<file path="config.mk">
export PLATFORM = sky130hd
export DESIGN_NAME = dma_cmd_arbiter
export DESIGN_NICKNAME = d
export VERILOG_FILES = /design/src/rtl/dma_ctrl_pkg.sv /design/src/rtl/rr_arbiter2.sv /design/src/rtl/dma_cmd_arbiter.sv
export SDC_FILE = /design/constraint.sdc
export NUM_CORES = 1
export LEC_CHECK = 0
export BUFFER_PORTS_ARGS = -buffer_cell sky130_fd_sc_hd__buf_2
export CORE_MARGIN = 10
export CORE_UTILIZATION = 49
export CTS_CLUSTER_SIZE = 8
export DETAILED_ROUTE_END_ITERATION = 8
export PLACE_DENSITY = 0.81
export SLEW_MARGIN = 20
export SYNTH_ARGS = -nofsm -noshare
export SYNTH_HDL_FRONTEND = slang
export SYNTH_HIERARCHICAL = 1
export SYNTH_SLANG_ARGS = --single-unit
export TNS_END_PERCENT = 100
</file>
<file path="constraint.sdc">
create_clock -name clk -period 2.7 [get_ports clk]
set_clock_uncertainty 0.15 [all_clocks]
set_input_delay 0.135 -clock clk [delete_from_list [all_inputs] [get_ports clk]]
set_output_delay 0.135 -clock clk [all_outputs]
set_load 0.03 [all_outputs]
</file>
<file path="src/rtl/dma_ctrl_pkg.sv">
// Shared types and constants for the DMA command path.
// Latency: n/a (declarations only).
// Backpressure: n/a.
package dma_ctrl_pkg;

    localparam int NUM_REQ_DEF = 2;
    localparam int ADDR_W      = 32;
    localparam int LEN_W       = 30;
    localparam int CNT_W       = 32;

    typedef enum logic [2:0] {
        ST_IDLE      = 3'd0,
        ST_ISSUE     = 3'd1,
        ST_WAIT_DONE = 3'd2,
        ST_RESP      = 3'd3,
        ST_HALT      = 3'd4
    } state_t;

    typedef struct packed {
        logic              dir;
        logic [ADDR_W-1:0] addr;
        logic [LEN_W-1:0]  len;
    } cmd_t;

    // A command the shim cannot execute: empty, or not word aligned.
    function automatic logic cmd_is_bad(input cmd_t c);
        return (c.len == '0) || (c.addr[1:0] != 2'b00);
    endfunction

endpackage

</file>
<file path="src/rtl/rr_arbiter2.sv">
// Two-way round-robin grant with its priority pointer.
// Latency: grant is combinational from req/enable; pointer moves on the edge after a grant.
// Backpressure: no grant while enable is low; a granted request is taken as accepted.
//
// Ports: clk/resetn; enable (arbitration window), req[1:0] (requests),
//        grant[1:0] (one-hot grant), grant_idx (index of the winner).
module rr_arbiter2 (
    input  logic       clk,
    input  logic       resetn,
    input  logic       enable,
    input  logic [1:0] req,
    output logic [1:0] grant,
    output logic       grant_idx
);

    // Requester favoured when both request; the one not granted last.
    logic prio;

    always_comb begin
        grant_idx = 1'b0;
        case (req)
            2'b01:   grant_idx = 1'b0;
            2'b10:   grant_idx = 1'b1;
            2'b11:   grant_idx = prio;
            default: grant_idx = 1'b0;
        endcase
    end

    always_comb begin
        grant = 2'b00;
        if (enable && (req != 2'b00)) begin
            grant = grant_idx ? 2'b10 : 2'b01;
        end
    end

    // Every grant is an accept, so the pointer moves even if the
    // command is later rejected as malformed.
    always_ff @(posedge clk or negedge resetn) begin
        if (!resetn) begin
            prio <= 1'b0;
        end else if (grant != 2'b00) begin
            prio <= ~grant_idx;
        end
    end

endmodule

</file>
<file path="src/rtl/dma_cmd_arbiter.sv">
// Arbitrates two requesters onto one DMA shim, one command in flight, with timeout/halt.
// Latency: accept->start 1 cycle; shim done->req_done 1 cycle; malformed accept->req_done 1 cycle.
// Backpressure: req_ready only in IDLE for the round-robin winner; HALT blocks until clear_err.
//
// Ports: req_valid/req_ready/req_dir/req_addr/req_len (per-requester command),
//        req_done/req_err (completion pulse), dma_* (shim command + done),
//        clear_err (leave HALT), busy/cur_owner/timeout_sticky (status).
module dma_cmd_arbiter
    import dma_ctrl_pkg::*;
#(
    parameter int unsigned TIMEOUT_CYCLES = 1000000,
    parameter int          NUM_REQ        = NUM_REQ_DEF
) (
    input  logic                      clk,
    input  logic                      resetn,
    input  logic [NUM_REQ-1:0]        req_valid,
    output logic [NUM_REQ-1:0]        req_ready,
    input  logic [NUM_REQ-1:0]        req_dir,
    input  logic [NUM_REQ*ADDR_W-1:0] req_addr,
    input  logic [NUM_REQ*LEN_W-1:0]  req_len,
    output logic [NUM_REQ-1:0]        req_done,
    output logic [NUM_REQ-1:0]        req_err,
    output logic                      dma_start_transfer,
    output logic                      dma_direction,
    output logic [ADDR_W-1:0]         dma_ddr_addr,
    output logic [LEN_W-1:0]          dma_length_bytes,
    input  logic                      dma_transfer_done,
    input  logic                      clear_err,
    output logic                      busy,
    output logic                      cur_owner,
    output logic                      timeout_sticky
);

    localparam logic [CNT_W-1:0] TMO_LAST = CNT_W'(TIMEOUT_CYCLES - 1);

    state_t           state, state_nxt;
    logic [1:0]       grant;
    logic             grant_idx;
    logic             accept;
    logic             timeout_hit;
    logic             resp_err;
    logic [CNT_W-1:0] wait_cnt;
    cmd_t             sel_cmd;
    logic             sel_bad;

    rr_arbiter2 u_arb (
        .clk       (clk),
        .resetn    (resetn),
        .enable    (state == ST_IDLE),
        .req       (req_valid),
        .grant     (grant),
        .grant_idx (grant_idx)
    );

    // Ready is gated by reset so every output reads 0 while resetn is low.
    assign req_ready = grant & {2{resetn}};
    assign accept    = (req_valid & req_ready) != 2'b00;

    always_comb begin
        sel_cmd.dir  = grant_idx ? req_dir[1] : req_dir[0];
        sel_cmd.addr = grant_idx ? req_addr[ADDR_W +: ADDR_W] : req_addr[0 +: ADDR_W];
        sel_cmd.len  = grant_idx ? req_len[LEN_W +: LEN_W] : req_len[0 +: LEN_W];
        sel_bad      = cmd_is_bad(sel_cmd);
    end

    // Done has priority over a timeout landing in the same cycle.
    assign timeout_hit = (state == ST_WAIT_DONE) && !dma_transfer_done && (wait_cnt == TMO_LAST);

    // State register
    always_ff @(posedge clk or negedge resetn) begin
        if (!resetn) begin
            state <= ST_IDLE;
        end else begin
            state <= state_nxt;
        end
    end

    // Next-state logic
    always_comb begin
        state_nxt = state;
        case (state)
            ST_IDLE: begin
                if (accept) begin
                    state_nxt = sel_bad ? ST_RESP : ST_ISSUE;
                end
            end
            ST_ISSUE:     state_nxt = ST_WAIT_DONE;
            ST_WAIT_DONE: begin
                if (dma_transfer_done || timeout_hit) begin
                    state_nxt = ST_RESP;
                end
            end
            ST_RESP:      state_nxt = timeout_sticky ? ST_HALT : ST_IDLE;
            ST_HALT: begin
                if (clear_err) begin
                    state_nxt = ST_IDLE;
                end
            end
            default:      state_nxt = ST_IDLE;
        endcase
    end

    // Outputs decoded from state
    always_comb begin
        busy               = (state != ST_IDLE);
        dma_start_transfer = (state == ST_ISSUE);
        req_done           = 2'b00;
        req_err            = 2'b00;
        if (state == ST_RESP) begin
            req_done = {cur_owner, ~cur_owner};
            req_err  = resp_err ? {cur_owner, ~cur_owner} : 2'b00;
        end
    end

    // Command latch; held until the next accept, rejected commands included.
    always_ff @(posedge clk or negedge resetn) begin
        if (!resetn) begin
            dma_direction    <= 1'b0;
            dma_ddr_addr     <= '0;
            dma_length_bytes <= '0;
            cur_owner        <= 1'b0;
        end else if (accept) begin
            dma_direction    <= sel_cmd.dir;
            dma_ddr_addr     <= sel_cmd.addr;
            dma_length_bytes <= sel_cmd.len;
            cur_owner        <= grant_idx;
        end
    end

    // Response error, timeout counter and sticky flag
    always_ff @(posedge clk or negedge resetn) begin
        if (!resetn) begin
            resp_err       <= 1'b0;
            wait_cnt       <= '0;
            timeout_sticky <= 1'b0;
        end else begin
            // Counter runs only in WAIT_DONE, so it is 0 on the entry cycle.
            wait_cnt <= (state == ST_WAIT_DONE) ? wait_cnt + 1'b1 : '0;

            if (accept) begin
                resp_err <= sel_bad;
            end else if (state == ST_WAIT_DONE) begin
                if (dma_transfer_done) begin
                    resp_err <= 1'b0;
                end else if (timeout_hit) begin
                    resp_err       <= 1'b1;
                    timeout_sticky <= 1'b1;
                end
            end

            if ((state == ST_HALT) && clear_err) begin
                timeout_sticky <= 1'b0;
            end
        end
    end

endmodule

</file>
# Yosys cells after proc, flatten, opt, wreduce, memory -nomap -nowiden
# Index checks and enable logic that the tools add are counted.
# word_totals
register_bits	102
inputBits	132
out_inout_bits	73
# classes
add_sub_neg	1
n_eq_ne	12
n_mux	24
n_bitwise	4
n_reduce_logical	21
# op_table
cell	n
32-bit two-way mux	2
32-bit by 1-bit adder with 32-bit output, second input constant	1
32-bit by 20-bit == test with 1-bit output, second input constant	1
30-bit logical NOT	1
30-bit two-way mux	1
3-bit case mux with 5 select lines	1
2-bit nonzero test	7
2-bit two-way mux	6
3-bit two-way mux	4
1-bit two-way mux	9
3-bit by 2-bit == test with 1-bit output, second input constant	2
2-bit by 1-bit != test with 1-bit output, second input constant	3
3-bit nonzero test	2
2-bit AND	2
2-bit == test, second input constant	2
1-bit logical AND	4
2-bit != test, second input constant	2
4-bit AND reduction	1
3-bit by 1-bit == test with 1-bit output, second input constant	1
3-bit == test, second input constant	1
3-bit logical NOT	1
3-bit AND reduction	1
1-bit logical OR	2
1-bit inverter	2
3 further kinds	3

# Longest topological paths before layout
# Gate-level depths: netlist of run 1.
# logic_depth
ltp_word	9
depth_mapped	11
ltp_nobuf	9

# By module
# The synthesis of run 1 kept the hierarchy.
# modules_own_cells
mod	instances	cells_each	area_per_inst_um2	seq_area_each_um2
dma_cmd_arbiter	1	510	5021.1	2527.4
rr_arbiter2	1	8	63.8	25.0

# Worst setup path before layout of run 1
# Ideal clock, no wire load.
# synth_timing
path_type	register to register
from	reg state[2]
to	reg state[1]
setup_ns	0.077
arrival_ns	2.192
t_required_ns	2.473
slack_ns	0.281
path_stages_with_launch	11
path_buffers	2
period_less_slack_ns	2.419
cell_sequence	dfrtp_1 > or3_1 > inv_1 > nand2_1 > a21oi_1 > a22o_1 > nand2_1 > clkbuf_1 > clkbuf_1 > o21bai_1 > a21oi_1
# synth_between
elab_chain_len	8
elab_cells_between_ends	18
cone_classes	7 x eq/ne; 2 x mux; 2 x bitwise; 7 x reduce/logical
# synth_rtl
element	line	rtl
from (decl)	dma_cmd_arbiter.sv:36	state_t state, state_nxt;
from (signal assigned)	dma_cmd_arbiter.sv:74	state <= state_nxt;
3-bit logical NOT	dma_cmd_arbiter.sv:49	.enable (state == ST_IDLE),
1-bit logical AND	rr_arbiter2.sv:31	if (enable && (req != 2'b00)) begin
2-bit two-way mux	rr_arbiter2.sv:31	
net grant[0]	dma_cmd_arbiter.sv:37	logic [1:0] grant;
2-bit AND	dma_cmd_arbiter.sv:56	assign req_ready = grant & {2{resetn}};
2-bit AND	dma_cmd_arbiter.sv:57	assign accept = (req_valid & req_ready) != 2'b00;
2-bit nonzero test	dma_cmd_arbiter.sv:57	
2-bit != test (no line)	n/a	
3-bit AND reduction (no line)	n/a	
# The timed path passes the listed nets, and every way through them passes these cells.
# A chain may end at the register's enable or synchronous reset.

# Final worst setup path of run 1
# layout_timing
from	reg state[2]
to	reg dma_length_bytes[1]
# layout_between
elab_chain_len	6
# layout_rtl
element	line	rtl
3-bit logical NOT	dma_cmd_arbiter.sv:49	
1-bit logical AND	rr_arbiter2.sv:31	
2-bit two-way mux	rr_arbiter2.sv:31	
net grant[0]	dma_cmd_arbiter.sv:37	
2-bit AND	dma_cmd_arbiter.sv:56	
2-bit AND	dma_cmd_arbiter.sv:57	
2-bit nonzero test	dma_cmd_arbiter.sv:57	
to (signal assigned)	dma_cmd_arbiter.sv:125	dma_length_bytes <= sel_cmd.len;
to (decl)	dma_cmd_arbiter.sv:26	output logic [LEN_W-1:0] dma_length_bytes,
# The timed path passes the listed nets, and every way through them passes these cells.

==> results.md, run 1 <==
Status:
- The flow ran to the end, and the final reports show no timing, DRC or antenna violations.

Synthesis:
- The synthesized design devotes to its leading area cell type 50.2% of total area.
- After synthesis, the share of flip-flops with an asynchronous set or reset is 100%.
- The sequential cell area fraction in the yosys report is 50.2%.
- The number of flops mapped to enable cells by yosys is 0.
- The post-synthesis instance area is 0.00508 mm^2.
- The synthesis warning total is 6.
- The number of standard cells after synthesis is 518.
- The average cell area after synthesis is 9.82 um^2.
- The number of different library cells used by synthesis comes to 50.
- Counting flops and latches in the post-synthesis netlist gives 102.
- Among all flip-flop cells after synthesis, the most frequent one is dfrtp_1.
- The library cell with the largest summed area after synthesis is dfrtp_1.
- The synthesized netlist net count is 651.
- Ranked by total cell area, the synthesized netlist is headed by dfrtp_1, mux2i_1, o21ai_0.

Layout:
- The layout-stage area growth over the synthesis result is 51.7%.
- The non-filler instance count after layout is 988.
- The area of the multi-input gates is 0.00239 mm^2.
- The sequential cell area is 0.00255 mm^2.
- The final net count is 972.
- The share of post-route cells with drive strength above 1 is 28.9%.
- The layout has 539 filler cells.

Detailed routing:
- The iteration-0 DRC count of the detailed router is 917.
- The detailed-router iteration count before antenna repair is 6.
- The post-route antenna net violation count is 0.
- After detailed routing, the number of remaining DRC violations is 0.
- Dividing the detail-routed via count by the number of cells gives 6.13.
- The number of vias in the routed layout is 6053.
- In the final routed layout, each cell accounts on average for 23.7 um.
- After detailed routing, the total wire length is 23400 um.

Power:
- The static power due to leakage is 3.76 nW.
- Power spread over the standard cell area amounts to 878 mW/mm^2.
- Summing internal, switching and leakage power gives 0.00677 W.
- The worst-case IR drop observed on VDD is 0.492 mV.

Setup path:
- The type of destination of the critical path is a flop.
- In this design, the stage delay of the slowest critical-path cell is 0.46 ns.
- The top cell family by delay on the critical path is compound AO/OA/AOI/OAI gates.
- The signal on the critical path passes through or3_1 -> inv_1 -> nand2_1 -> a21oi_1 -> a22o_1 -> nand2_4 -> buf_12 -> o21ai_0.
- The maximum fanout along the worst path is 56.
- At the worst endpoint, the required time is 2.80 ns.
- The worst path buffer plus inverter count is 2.
- The launching element of the worst setup path is state[2].
- The type of the worst setup path is flop to flop.
- The largest individual stage delay along the critical path comes from the cell dfrtp_1.
- The startpoint identified for the worst register-to-register timing path is state[2].
- Data on the critical path arrives at its endpoint at 2.68 ns.
- The startpoint kind of the worst setup timing path is a flop.

Clocking:
- No sink is reached through more buffers than the 2 on the longest clock path.
- The number of buffers inserted during clock tree synthesis is 9.
- The root buffer cell is clkbuf_8.
- The level count of the clock H-tree is 3.
- The clock reaches the later pin of the worst-skew pair after 0.38 ns.
- After clock tree synthesis, the clock-pin slew on the worst setup and hold paths is 0.10 ns.
- TritonCTS built the clock tree.
- In this run the post-CTS setup repair buffer count came out at 0.
- The count of clock tree sinks is 102.

Job:
- Across the run, the number of max-cap violations was 0.

Die:
- The row count is 37.
- The vertical die dimension is 122 um.
- The area of the core is 0.0102 mm^2.
- The die width is 122 um.
- The effective utilization at floorplan is 49.7%.
- The die outline area is 0.0149 mm^2.
- Pin placement for this block handled 205 I/O pins.

Placement:
- The final estimated routing congestion in global placement is 0.944.
- Summed over all nets, the half-perimeter wirelength after detailed placement is 12500 um.
- The number of cells after detailed placement is 838.
- The setup slack after placement is 0.337 ns.
- The count of buffers added on input and output ports is 204.

STA:
- The final hold slack is 0.0489 ns.
- The post-layout minimum cycle time is 2.58 ns.
- Setup violations remaining at the end of the flow were counted as 0.
- The worst path uses 95.6% of the clock period.
- The number of endpoints with negative hold slack in the final report is 0.
- The actual slew at the worst max-slew pin is 0.583 ns.
- The final worst slack is 0.119 ns.
- The maximum frequency from static timing analysis is 0.387 GHz.
- Setup repair after global routing left no endpoint under its margin.
- The worst slew margin relative to its limit is 60.8%.
- The number of pins exceeding their max-slew limit in the final report was 0.
- The aggregate negative setup slack is 0 ns.

Global route:
- The initial antenna violation count is 10.
- Global routing used 30.8% of the available tracks across all layers.
- The global-route wire length before repair is 35400 um.
- The maximum number of pins on one net before global-route repair is 90.
- The via count of the first global-routing pass was 6188.
- The remaining global-route overflow is 0.

Min path:
- The path class of the tightest hold or removal check is input port to asynchronous set/reset pin.
-- metal layers --
| metal | wire length [um] | up-vias | track usage (%) |
|---|---|---|---|
| met3 | 2700 | 169 | 9.57 |
| met2 | 11100 | 575 | 49.8 |
| met1 | 7890 | 2841 | 33.7 |
| li1 | - | 2466 | - |
| met4 | 1750 | 2 | 22.1 |
| met5 | 12 | - | 0 |
-- cell usage after synthesis (all sizes together) (3+ instances only) --
| master | instances |
|---|---|
| dfrtp | 102 |
| nand2 | 73 |
| o21ai | 66 |
| mux2i | 63 |
| nor2 | 37 |
| xnor2 | 21 |
| clkbuf | 19 |
| nor3 | 18 |
| nor4 | 16 |
| nand3 | 14 |
| nand4 | 10 |
| buf | 9 |
| inv | 9 |
| and3 | 8 |
| a21oi | 7 |
| xor2 | 6 |
| and2 | 5 |
| or3 | 4 |
| a31oi | 3 |
| nor4b | 3 |
| or4 | 3 |
-- placed cells by master (no fill, tap or decap), types with 3 or more instances in the layout --
master           n
nand3_1         13
or3_1            3
xor2_1           6
nor2_1          37
a31oi_1          3
o21ai_0         65
buf_2          203
buf_4            7
mux2i_1         63
a21oi_1          7
clkbuf_8        10
xnor2_1         21
and3_1           6
nand2_1         72
nor4b_1          3
nor4_1          15
nand4_1          9
nor3_1          17
dfrtp_1        102
diode_2          8
dlygate4sd3_1  126
and2_1           4
inv_1            9
-- logic make-up after synthesis --
| logic type | synth area share, % |
|---|---|
| simple gates | 20.2 |
| flops | 50.2 |
| compound gates | 8.81 |
| mux | 12.9 |
| buf+inv | 3.03 |
| xor+xnor | 4.65 |
| fa+ha+maj | 0.246 |
-- through the flow --
step / instance area [um^2] / utilization [%]
global placement: 6250 / 61.1
detailed placement: 6250 / 61.1
finish: 7710 / 75.4
floorplan: 5080 / -
global route: 7710 / 75.4
CTS: 7690 / 75.2
-- power by group --
| part | switching [W] | internal, W | total [W] |
|---|---|---|---|
| logic | 0.00233 | 0.00105 | 0.00338 |
| registers | 0.000427 | 0.00206 | 0.00249 |
| clock network | 0.000547 | 0.000361 | 0.000909 |
-- path summary, 6_finish.rpt --
path	slack, ns	endpoint	depth (start not counted)
min in group clk	0.10	dma_length_bytes[0]	3
worst max register to register	0.12	dma_length_bytes[1]	8
worst max-delay path	0.12	dma_length_bytes[1]	8
max in group asynchronous	1.61	wait_cnt[15]	3
worst min-delay path	0.05	dma_length_bytes[23]	2
worst min register to register	0.34	dma_ddr_addr[16]	2
-- timing repair --
| action | CTS | global route |
|---|---|---|
| endpoints found under the setup margin | 0 | 1 |
| hold buffers | 126 | 0 |
| endpoints found under the hold margin | 166 | 0 |
| resized for setup | 0 | 2 |
-- registers in the layout, indices dropped and copies added (netlist names) --
name and flops:
dma_length_bytes 30, resp_err 1, state 3, timeout_sticky 1, u_arb/prio 1, dma_ddr_addr 32, cur_owner 1, wait_cnt 32
dma_direction 1
-- final cells by class --
type,count,area share [%]
clock inverter,5,0.438
multi-input combinational,379,31.0
sequential,102,33.1
timing repair buffer,338,30.7
inverter,9,0.438
clock buffer,11,1.83
tap,136,2.21
antenna,8,0.260
(Power assumes the default switching activity.)
==> inputs of run 2 (changes only) <==
--- a/config.mk
+++ b/config.mk
@@ -10,7 +10,7 @@
 export CORE_UTILIZATION = 49
 export CTS_CLUSTER_SIZE = 8
 export DETAILED_ROUTE_END_ITERATION = 8
-export PLACE_DENSITY = 0.81
+export PLACE_DENSITY = 0.86
 export SLEW_MARGIN = 20
 export SYNTH_ARGS = -nofsm -noshare
 export SYNTH_HDL_FRONTEND = slang
==> results.md, run 2 (synthesis gave the netlist of run 1 again) <==
STA:
- The worst slew margin relative to its limit is 54.9% (-6.0 points).
- The period utilization is 97.9% (+2.3 points).
- The actual slew at the worst max-slew pin is 0.677 ns (+0.0938 ns).
- The number of endpoints with negative hold slack in the final report came to 1 (+1).
- The final-report setup violation count is 0 (unchanged).
- The maximum frequency from static timing analysis is 0.378 GHz (-2.3%).
- The final hold slack was -0.00873 ns (-0.0577 ns).
- The post-layout minimum cycle time is 2.64 ns (+0.0619 ns).
- The number of pins exceeding their max-slew limit in the final report is 0 (unchanged).

Job:
- The max capacitance violation total is 0 (unchanged).

Global route:
- The total track usage is 31.0% (+0.28 points).
- The via count of the first global-routing pass came to 6359 (+2.8%).
- The initial antenna violation count is 5 (-5).
- met2 is the most crowded layer.
- The met1 routing resource usage after global routing is 33.7% (about the same).
- The met2 track demand over resource in global routing is 50.5% (+0.67 points).
- The remaining global-route overflow is 0 (unchanged).
- The global-route wire length before repair came to 36000 um (+1.7%).
- The maximum number of pins on one net before global-route repair was 67 (-26%).
- The global routing usage on met3 was 8.00% (-1.6 points).

Placement:
- The cell area after placement is 0.00624 mm^2 (-0.20%).
- The half-perimeter wire length of the detailed placement result is 12600 um (+1.1%).
- The final estimated routing congestion in global placement came to 0.923 (-2.2%).
- The count of buffers inserted at the top-level ports was 204 (unchanged).
- The number of cells after detailed placement is 838 (unchanged).

Layout:
- The sequential cell area came to 0.00255 mm^2 (about the same).
- The final net count is 976 (+0.41%).
- The non-filler instance count after layout is 989 (+0.10%).
- The largest registers in the layout are dma_ddr_addr x32, wait_cnt x32, dma_length_bytes x30.
- The share of post-route cells with drive strength above 1 came to 29.1% (+0.22 points).
- The post-route core utilization is 75.8% (+0.37 points).
- Compared with the post-synthesis result, the final layout area differs by 52.4%.
- The post-route cell area came to 0.00775 mm^2 (+0.49%).
- The library cell used most frequently in the layout, excluding fill and tap cells, is buf_2.
- The count of filler cells inserted in the layout is 505 (-6.3%).
- The area of the multi-input gates is 0.00240 mm^2 (+0.26%).
- In the layout the commonest cells are buf_2, dlygate4sd3_1, dfrtp_1, nand2_1, o21ai_0.

Die:
- The effective utilization at floorplan was 49.7% (unchanged).
- The vertical die dimension is 122 um (unchanged).
- The area of the core is 0.0102 mm^2 (unchanged).
- The die width is 122 um (unchanged).
- The number of placed I/O pins came to 205 (unchanged).
- The die outline area was 0.0149 mm^2 (unchanged).
- The row count is 37 (unchanged).

Detailed routing:
- The post-route antenna net violation count was 0 (unchanged).
- The average wire per standard cell is 24.7 um (+4.2%).
- The iteration-0 DRC count of the detailed router came to 1067 (+16%).
- The detailed-route vias per instance is 6.27 (+2.4%).
- The number of remaining DRC errors came to 0 (unchanged).
- The final wirelength is 24400 um (+4.4%).
- The detailed-router iteration count before antenna repair is 6 (unchanged).
- The number of vias in the routed layout came to 6202 (+2.5%).

Power:
- The ratio of total power to cell area is 889 mW/mm^2 (+1.2%).
- The static power due to leakage was 3.77 nW (about the same).
- The largest vdd supply drop is 0.531 mV (+7.9%).

Clocking:
- The tree is rooted in a clkbuf_8.
- The level count of the clock H-tree is 3 (unchanged).
- The clock insertion delay at the later pin of the skew report is 0.38 ns (about the same).
- The count of clock tree sinks is 102 (unchanged).
- The clock-pin slew reported for the worst setup and hold paths after clock tree synthesis is 0.11 ns (about the same).
- The number of buffers inserted during clock tree synthesis was 9 (unchanged).
- The buffer count from post-CTS setup fixing is 0 (unchanged).
- The TritonCTS clock tree is done.
- The maximum count of clock buffers along a single path is 2 (unchanged).

Setup path:
- The startpoint of the lowest-slack register-to-register path is state[2].
- The arrival time of data at the critical path endpoint came to 2.73 ns (+0.05 ns).
- The worst reg-to-reg setup slack is 0.06 ns (-0.06 ns).
- The maximum single-stage delay on the critical path is 0.49 ns (+0.03 ns).
- The type of the worst setup path is flop to flop.
- The most numerous cell on the critical path is nand2_1.
- The maximum fanout along the worst path is 66 (+18%).
- The required time at the endpoint of the critical path came to 2.78 ns (-0.02 ns).
- The cell depth of the worst flop-to-flop path is 9 (+1).
- The slowest stage of the critical path belongs to the cell dfrtp_2.
- The worst register-to-register path ends at dma_direction.
- The startpoint kind of the worst setup timing path is a flop.
- The launching element of the worst setup path is state[2].
- Walking the worst path, the cells encountered are or3_1 -> inv_1 -> nand2_1 -> a21oi_1 -> a22o_2 -> nand2_8 -> buf_12 -> nand2_1 -> o21ai_0.
- The type of destination of the critical path is a flop.
- The capture point of the critical path is dma_direction.

Status:
- The final reports fail on hold timing.
- The run finished, with violations left.

Min path:
- The type of the most critical hold path is input port to flop.
[run 2: final cells by class]
type | count | share of cell area (%)
multi-input combinational | 379 | 30.9
clock buffer | 9 | 1.60
inverter | 9 | 0.436
tap | 136 | 2.20
antenna | 5 | 0.161
sequential | 102 | 33.0
timing repair buffer | 342 | 31.0
clock inverter | 7 | 0.726
[run 2: per-stage QoR]
step	setup WS, ns	setup TNS (ns)	power (W)
floorplan	0.281	0	0.00421
detailed placement	0.349	0	0.00527
CTS	0.247	0	0.00643
global route	-0.175	-0.285	0.00712
global placement	0.447	0	0.00516
finish	0.0572	0	0.00689
[run 2: how the worst min path moves through the flow]
| stage | startpoint | end | slack [ns] | cells past startpoint |
|---|---|---|---|---|
| after floorplan | resetn | cur_owner | -0.31 | 0 |
| after global placement | resetn | dma_ddr_addr[16] | -0.14 | 1 |
| after detailed placement | resetn | dma_length_bytes[20] | -0.14 | 1 |
| after CTS | req_len[38] | dma_length_bytes[8] | 0.002 | 3 |
| after global routing | req_len[38] | dma_length_bytes[8] | 0.03 | 3 |
| final | req_len[38] | dma_length_bytes[8] | -0.009 | 3 |
[run 2: repair_timing]
action                                  in CTS  in global routing
hold buffers                               130                  0
resized for setup                            0                  6
endpoints found under the setup margin       0                 47
endpoints found under the hold margin      118                  0
[run 2: per-layer routing]
| layer | part of all wire (%) | vias up |
|---|---|---|
| li1 | - | 2483 |
| met2 | 47 | 629 |
| met3 | 12 | 201 |
| met4 | 8.8 | 0 |
| met5 | 0 | - |
| met1 | 33 | 2889 |
[run 2: power by group]
part           leakage, nW  internal, W  switching [W]
Sequential            1.32      0.00206       0.000453
Clock               0.0842     0.000347       0.000596
Combinational         2.36      0.00106        0.00238
Total                 3.77      0.00346        0.00343
[run 2: critical path: cells and delay by family, from the launching register on]
family | cells | cell delay [ns]
and+or+nand+nor | 4 | 0.81
AOI/OAI and AO/OA | 3 | 0.63
buffers and inverters | 2 | 0.37
DFF | 1 | 0.49
==> inputs of run 3 (changes only) <==
--- a/config.mk
+++ b/config.mk
@@ -6,14 +6,15 @@
 export NUM_CORES = 1
 export LEC_CHECK = 0
 export BUFFER_PORTS_ARGS = -buffer_cell sky130_fd_sc_hd__buf_2
+export CORE_ASPECT_RATIO = 1.5
 export CORE_MARGIN = 10
 export CORE_UTILIZATION = 49
 export CTS_CLUSTER_SIZE = 8
 export DETAILED_ROUTE_END_ITERATION = 8
 export PLACE_DENSITY = 0.86
-export SLEW_MARGIN = 20
+export SLEW_MARGIN = 5
 export SYNTH_ARGS = -nofsm -noshare
 export SYNTH_HDL_FRONTEND = slang
 export SYNTH_HIERARCHICAL = 1
 export SYNTH_SLANG_ARGS = --single-unit
-export TNS_END_PERCENT = 100
+export TNS_END_PERCENT = 5
==> results.md, run 3 (synthesis gave the netlist of run 1 again) <==
STA:
- The post-layout minimum cycle time is 2.82 ns (+0.173 ns).
- The period utilization came to 104% (+6.4 points).
- The number of endpoints with negative hold slack in the final report is 0 (-1).
- The final worst slack is -0.116 ns (-0.173 ns).
- The maximum frequency from static timing analysis is 0.355 GHz (-6.2%).
- The worst slew margin relative to its limit is 27.5% (-27 points).
- The aggregate negative setup slack is -0.116 ns (-0.116 ns).
- The actual slew at the worst max-slew pin was 1.08 ns (+0.400 ns).
- The number of pins exceeding their max-slew limit in the final report came to 0 (unchanged).
- The final-report setup violation count is 1 (+1).

Layout:
- The area growth from synthesis to layout is 48.0%.
- The share of post-route cells with drive strength above 1 is 29.4% (+0.30 points).
- The largest registers in the layout are dma_ddr_addr x32, wait_cnt x32, dma_length_bytes x30.
- The top cell types in the final layout, fill and taps aside, are buf_2, dlygate4sd3_1, dfrtp_1, nand2_1, o21ai_0.
- Leaving out fill and tap cells, the most frequent cell in the layout is buf_2.
- The final net count is 948 (-2.9%).
- The non-filler instance count after layout came to 940 (-5.0%).
- The post-route core utilization is 74.2% (-1.5 points).

Detailed routing:
- The iteration-0 DRC count of the detailed router was 584 (-45%).
- The post-route antenna net violation count is 0 (unchanged).
- The final wirelength is 23600 um (-3.5%).
- The average wire per standard cell was 25.1 um (+1.6%).
- The number of remaining DRC errors is 0 (unchanged).
- The detailed-router iteration count before antenna repair is 8 (+2).
- The detailed-route vias per instance came to 6.34 (+1.2%).
- The number of vias in the routed layout is 5964 (-3.8%).

Setup path:
- The type of destination of the critical path is a flop.
- Following the worst setup path forward leads to its endpoint at dma_direction.
- The worst reg2reg path endpoint is dma_direction.
- The worst reg-to-reg setup slack is -0.12 ns (-0.17 ns).
- The most critical setup path has its startpoint at u_arb/prio.
- The arrival time of data at the critical path endpoint was 2.87 ns (+0.14 ns).
- The startpoint of the lowest-slack register-to-register path is u_arb/prio.
- The required time at the endpoint of the critical path came to 2.76 ns (-0.02 ns).
- The type of the worst setup path is flop to flop.
- The maximum fanout along the worst path was 31 (-53%).
- The worst setup path is launched from a flop.
- The cell depth of the worst flop-to-flop path came to 6 (-3).

Die:
- The die width is 103 um (-15%).
- The row count is 45 (+22%).
- The area of the core is 0.0101 mm^2 (-0.94%).
- The vertical die dimension is 145 um (+19%).
- The effective utilization at floorplan is 50.2% (+0.47 points).
- The number of placed I/O pins is 205 (unchanged).
- The die outline area is 0.0149 mm^2 (+0.56%).

Clocking:
- The clock insertion delay at the later pin of the skew report came to 0.35 ns (-0.03 ns).
- The clock-pin slew reported for the worst setup and hold paths after clock tree synthesis came to 0.08 ns (-0.03 ns).
- The maximum count of clock buffers along a single path is 2 (unchanged).
- The buffer count from post-CTS setup fixing came to 0 (unchanged).
- The number of buffers inserted during clock tree synthesis is 9 (unchanged).
- TritonCTS built the clock tree.
- The level count of the clock H-tree came to 3 (unchanged).
- The count of clock tree sinks was 102 (unchanged).
- The tree is rooted in a clkbuf_16.

Global route:
- The global routing usage on met3 is 10.6% (+2.6 points).
- The initial antenna violation count is 1 (-4).
- The remaining global-route overflow is 0 (unchanged).
- The maximum number of pins on one net before global-route repair came to 82 (+22%).
- The met2 track demand over resource in global routing came to 50.3% (-0.19 points).
- The total track usage is 30.6% (-0.44 points).
- The global-route wire length before repair is 34800 um (-3.3%).
- The layer with the highest usage after global routing is met2.
- The met1 routing resource usage after global routing is 30.9% (-2.8 points).
- The via count of the first global-routing pass is 6133 (-3.6%).

Placement:
- The final estimated routing congestion in global placement is 0.921 (-0.27%).
- The number of cells after detailed placement came to 817 (-2.5%).
- The count of buffers inserted at the top-level ports was 204 (unchanged).
- The half-perimeter wire length of the detailed placement result is 13000 um (+3.2%).

Status:
- The checks that failed: setup timing.
- The flow ran to the end, but the final reports show violations.

Power:
- The overall power of the completed layout is 0.00704 W (+2.2%).
- The largest vdd supply drop is 0.431 mV (-19%).
- The ratio of total power to cell area came to 936 mW/mm^2 (+5.3%).
- The static power due to leakage is 3.70 nW (-1.8%).

Job:
- The max capacitance violation total was 0 (unchanged).

Min path:
- The path class of the tightest hold or removal check is input port to flop.
-- run 3: through the flow --
stage               hold slack [ns]  area, um^2  setup slack, ns
floorplan                    -0.311        5080            0.281
global placement            -0.0998        6190            0.422
detailed placement          -0.0891        6190            0.340
CTS                        0.000371        7490            0.279
global route                0.00317        7520           -0.132
finish                      0.00106        7520           -0.116
-- run 3: worst max-delay path, stage by stage (launching register included) --
cell	delay, ns
dfrtp_1	0.41
nand2b_1	0.15
and2_4	0.26
buf_4	0.50
mux2i_1	0.13
dlygate4sd3_1	0.64
o21ai_0	0.40
-- run 3: what timing repair did --
item                                   4_1_cts  5_1_grt
hold buffers                               103        1
resized for setup                            0        5
setup endpoints to repair                    0       46
endpoints found under the hold margin       76        1
-- run 3: worst min-delay path by stage --
stage	slack (ns)	startpoint	end	cells past startpoint
floorplan	-0.31	resetn	cur_owner	0
global placement	-0.1	resetn	dma_length_bytes[2]	1
detailed placement	-0.09	resetn	dma_length_bytes[2]	1
CTS	0.0004	req_len[4]	dma_length_bytes[4]	3
global route	0.003	req_len[4]	dma_length_bytes[4]	3
finish	0.001	req_len[4]	dma_length_bytes[4]	3
-- run 3: area by class of cell --
| type | instances | area (um^2) |
|---|---|---|
| Fill cell | 549 | 2610 |
| Sequential cell | 102 | 2550 |
| Multi-Input combinational cell | 379 | 2390 |
| Timing Repair Buffer | 314 | 2120 |
| Clock buffer | 9 | 225 |
| Tap cell | 117 | 146 |
| Clock inverter | 6 | 46.3 |
| Inverter | 9 | 33.8 |
| Antenna cell | 4 | 10.0 |
-- run 3: routing by layer --
layer / routed length, um / part of all wire [%] / vias up
met2: 11100 / 47 / 605
met5: 0 / 0 / -
met4: 2300 / 9.8 / 0
met3: 3190 / 14 / 213
li1: - / - / 2422
met1: 7010 / 30 / 2724
-- run 3: report_power, final --
part / switching, W / total [W] / internal (W)
clock network: 0.000615 / 0.00124 / 0.000628
logic: 0.00231 / 0.00331 / 0.000997
registers: 0.000423 / 0.00249 / 0.00206
total: 0.00335 / 0.00704 / 0.00369
